$ cat src/rtl/mem_arbiter_pkg.sv
// mem_arbiter_pkg: shared widths, run limit and response-state encoding for mem_arbiter
package mem_arbiter_pkg;
   localparam int ARB_DATA_WIDTH   = 32;
   localparam int ARB_ADDR_WIDTH   = 16;
   localparam int ARB_MAX_DATA_RUN = 4;
   typedef enum logic [1:0] {
      ARB_IDLE = 2'd0,
      ARB_IF   = 2'd1,
      ARB_DRD  = 2'd2
   } arb_state_t;
endpackage

$ cat src/rtl/mem_arbiter.sv
// mem_arbiter: shares one synchronous-read memory between fetch and load/store ports with starvation-bounded data priority
module mem_arbiter
   import mem_arbiter_pkg::*;
#(
   parameter int DATA_WIDTH   = ARB_DATA_WIDTH,
   parameter int ADDR_WIDTH   = ARB_ADDR_WIDTH,
   parameter int MAX_DATA_RUN = ARB_MAX_DATA_RUN
) (
   input  logic                  clk,
   input  logic                  reset,
   input  logic                  if_req,
   input  logic [ADDR_WIDTH-1:0] if_addr,
   output logic                  if_gnt,
   output logic                  if_rvalid,
   output logic [DATA_WIDTH-1:0] if_rdata,
   input  logic                  d_req,
   input  logic                  d_we,
   input  logic [ADDR_WIDTH-1:0] d_addr,
   input  logic [DATA_WIDTH-1:0] d_wdata,
   output logic                  d_gnt,
   output logic                  d_rvalid,
   output logic [DATA_WIDTH-1:0] d_rdata,
   output logic                  mem_en,
   output logic                  mem_we,
   output logic [ADDR_WIDTH-1:0] mem_addr,
   output logic [DATA_WIDTH-1:0] mem_wdata,
   input  logic [DATA_WIDTH-1:0] mem_rdata
);
   localparam logic [3:0] MAX_RUN = 4'(MAX_DATA_RUN);
   arb_state_t state, state_nx;
   logic [3:0] run_cnt, run_nx;
   logic       fetch_prio;
   always_ff @(posedge clk) begin
      if (reset) begin
         state   <= ARB_IDLE;
         run_cnt <= '0;
      end else begin
         state   <= state_nx;
         run_cnt <= run_nx;
      end
   end
   always_comb begin
      fetch_prio = if_req && (run_cnt >= MAX_RUN);
      d_gnt      = !reset && d_req && !fetch_prio;
      if_gnt     = !reset && if_req && !d_gnt;
      mem_en     = if_gnt || d_gnt;
      mem_we     = d_gnt && d_we;
      mem_addr   = d_gnt ? d_addr : if_gnt ? if_addr : '0;
      mem_wdata  = d_gnt ? d_wdata : '0;
      state_nx   = if_gnt ? ARB_IF : (d_gnt && !d_we) ? ARB_DRD : ARB_IDLE;
      run_nx     = (!if_req || if_gnt) ? 4'd0 : (d_gnt && run_cnt < MAX_RUN) ? run_cnt + 4'd1 : run_cnt;
      // a reset arriving while a read is in flight drops its response
      if_rvalid  = !reset && (state == ARB_IF);
      d_rvalid   = !reset && (state == ARB_DRD);
      if_rdata   = if_rvalid ? mem_rdata : '0;
      d_rdata    = d_rvalid ? mem_rdata : '0;
   end
endmodule

$ cat config.mk
export PLATFORM = sky130hd
export DESIGN_NAME = mem_arbiter
export DESIGN_NICKNAME = d
export VERILOG_FILES = /design/src/rtl/mem_arbiter_pkg.sv /design/src/rtl/mem_arbiter.sv
export SDC_FILE = /design/constraint.sdc
export NUM_CORES = 1
export LEC_CHECK = 0
export BUFFER_PORTS_ARGS = -buffer_cell sky130_fd_sc_hd__buf_2
export CORE_AREA = 2 2 84 86
export CTS_CLUSTER_DIAMETER = 50
export DETAILED_ROUTE_END_ITERATION = 16
export DIE_AREA = 0 0 86 88
export PLACE_DENSITY = 0.59
export SYNTH_ARGS = -nofsm -noshare
export SYNTH_HDL_FRONTEND = slang
export SYNTH_SLANG_ARGS = --single-unit
$ cat constraint.sdc
create_clock -name clk -period 2 [get_ports clk]
set_input_delay 0.6 -clock clk [delete_from_list [all_inputs] [get_ports clk]]
set_output_delay 0.6 -clock clk [all_outputs]
set_load 0.01 [all_outputs]
==> key figures <==
Routing
  • 1st-pass router iterations: 4
  • Routed Antenna Nets: 0
  • DR vias/cell: 4.283
  • Via Count: 1923
  • Number of remaining DRC errors: 0
  • Routed WL: 5.751 mm
  • 1st-iter DRT viols: 18
  • WL/cell: 12.81 um

Power and ir drop
  • P per Cell Area: 260.0 nW/um^2
  • Worst IR Drop VDD: 0.1829 mV
  • Leakage: 1.733 nW
  • Final total power: 680.2 uW

Status
  • Failing checks: negative setup slack
  • Status: finished, violations left

Placement
  • Placed instance count: 442
  • GPL Wtd Cong: 0.8252
  • Hpwl dp: 4.311 mm
  • Port Buffer Count: 218

Clocking
  • TritonCTS buffer count: 3
  • Clock sinks: 6
  • Clock Pin Slew Worst Setup and Hold Paths: 0.04 ns
  • H-tree Lvls: 1
  • CTS root buffer: clkbuf_8
  • CTS tree: yes
  • Worst-Skew Late Latency: 0.22 ns
  • CTS max path bufs: 2

Worst hold path
  • Hold Crit Class: reg -> reg

Run
  • Max Cap Viol: 0

Setup path
  • CP bufs+invs: 4
  • CP cell instances: buf_12 -> nor3b_4 -> buf_6 -> clkbuf_16 -> and2_4 -> buf_6
  • Crit start category: primary input
  • Crit end category: output pin
  • Critical Path RT: 1.40 ns
  • CP max FO: 8
  • CP delay by family, top: buffers and inverters
  • Critical Path Max Stage Delay: 0.21 ns
  • Worst path slowest cell: nor3b_4
  • Worst path most repeated cell: buf_6
  • Critical Path AT: 1.46 ns
  • Crit Path Class: in -> out

Final layout
  • Area of the multi-input gates: 962.2 um^2
  • Layout cells sized above 1: 69.65%
  • ANT cells: 0
  • Non-Filler Instances: 449
  • Sequential Area: 120.1 um^2
  • Number of fillers in the final layout: 673
  • Synth-to-layout area growth: 148.6%
  • Layout Nets: 473

Timing
  • Final number of hold-violating endpoints: 0
  • Minimum clock period: 2.058 ns
  • Unrepaired setup endpoints after global routing: true
  • Slew Limit Fails: 0
  • Max Clk Rate: 485.9 MHz
  • Setup violators final: 33
  • Setup ws final: -0.05813 ns
  • Skew final: 0.002404 ns
  • Setup TNS: -1.032 ns
  • Period utilization: 102.9%

Synthesis
  • Synthesis-stage register bit count: 6
  • Post-synth top flop: dfxtp_1
  • Syn nets: 254
  • Synthesized instance count: 152
  • Async set or reset register ratio after synthesis: 0%
  • Synth unique cells: 18
  • Synth area leaders: and2_1 (40%), and3_1 (20%), a22o_1 (13%), dfxtp_1 (11%), clkbuf_1 (3.6%)
  • Leading cell type by number of instances after synthesis: and2_1
  • Number of synthesized flops with an enable pin: 0
  • Synthesized cell area: 1052 um^2
  • Yosys warns: 0
  • Sequential element share of the synthesized area: 11.41%
  • Dominant cell type by area after synthesis: and2_1
  • Synth top area share: 39.83%
  • Mean area per synthesized cell: 6.923 um^2
  • Top post-synthesis cells by count: and2_1 (67), and3_1 (34), a22o_1 (16)

Floorplan
  • Core Footprint: 6644 um^2
  • # IOs: 219
  • Die area: 7568 um^2
  • Die H: 88 um
  • Die width: 86 um
  • Starting Density: 15.84%
  • Row count: 30

GRT
  • Antenna violations before repair: 0
  • Vias in the first global route: 1627
  • GR Overflow Total: 0
  • Largest net degree at the start of global routing: 35
  • First-pass GRT wire length: 7.279 mm
  • Gr usage total: 12.07%
[placed cells by master, fill, tap and decap left out]
master / netlist / layout
o21ai_4: 0 / 1
and3_1: 34 / 34
nand2b_4: 0 / 1
buf_2: 3 / 199
clkbuf_16: 0 / 2
conb_1: 1 / 1
nor2b_4: 0 / 1
buf_8: 0 / 1
a22o_1: 16 / 16
dfxtp_1: 6 / 6
nor2_2: 0 / 1
nor2_1: 3 / 2
clkbuf_8: 0 / 3
and2_1: 67 / 49
buf_6: 1 / 21
nor2b_1: 2 / 2
buf_12: 0 / 4
a21oi_4: 0 / 1
ha_1: 1 / 1
nor3b_4: 0 / 2
a21oi_1: 1 / 1
and2_4: 0 / 18
buf_4: 1 / 2
[worst reg2reg max path: stages, from the launching register on]
cell and delay (ns):
dfxtp_1 0.34, o21ai_4 0.21, and2_4 0.29, nor2b_1 0.16
[report_power, final]
group | internal (mW) | switching (mW)
clock network | 0.129 | 0.0522
registers | 0.124 | 0.00342
logic | 0.207 | 0.164
total | 0.461 | 0.220
[path summary, 6_finish.rpt]
check / from / end / slack [ns] / cells after the start
worst min register to register: run_cnt[0] / run_cnt[0] / 0.43 / 1
worst min-delay path: run_cnt[0] / run_cnt[0] / 0.43 / 1
worst max-delay path: reset / if_rdata[26] / -0.06 / 6
worst max register to register: run_cnt[2] / state[1] / 0.94 / 3
[what timing repair did]
| action | CTS | global route |
|---|---|---|
| gates resized for setup | 8 | 50 |
| endpoints found under the setup margin | 113 | 113 |
| pin swaps | 0 | 16 |
| hold buffers | 0 | 0 |
| buffers inserted | 2 | 0 |
| gates cloned | 1 | 3 |
[cells by family (layout without fill, tap and decap cells)]
| group | Yosys count | count (layout) | share of synthesized area [%] |
|---|---|---|---|
| simple gates | 110 | 110 | 65.16 |
| compound gates | 19 | 19 | 15.10 |
| buf+inv | 15 | 232 | 6.778 |
| flops | 6 | 6 | 11.42 |
| fa+ha+maj | 1 | 1 | 1.189 |
| other cells | 1 | 1 | 0.3564 |
[layout make-up]
class / instances / share of cell area, %
Clock buffer: 3 / 1.578
Multi-Input combinational cell: 131 / 36.78
Sequential cell: 6 / 4.591
Tap cell: 80 / 3.826
Timing Repair Buffer: 229 / 53.23
[through the flow]
step	hold WS, ns	cell area, um^2	setup slack (ns)	utilization (%)
after floorplan	0.3984	1059	0.005240	-
after global placement	0.4115	2285	-0.1327	34.39
after detailed placement	0.4143	2285	-0.1395	34.39
after CTS	0.4227	2375	-0.05978	35.74
after global routing	0.4702	2616	-0.09129	39.38
final	0.4278	2616	-0.05813	39.38
[flip-flops by register name, summed over array words and instances (netlist names)]
| name | flops |
|---|---|
| run_cnt | 4 |
| state | 2 |
[per-layer routing]
| layer | wire length (um) | GRT usage (%) | share of wire, % | vias to the layer above |
|---|---|---|---|---|
| li1 | - | - | - | 952 |
| met1 | 2032 | 12.72 | 35 | 840 |
| met2 | 3072 | 23.68 | 53 | 125 |
| met3 | 580 | 1.885 | 10 | 6 |
| met4 | 65 | 4.906 | 1.1 | 0 |
| met5 | 0 | 0 | 0 | - |
Note: power is estimated with default switching activity, not from simulation.
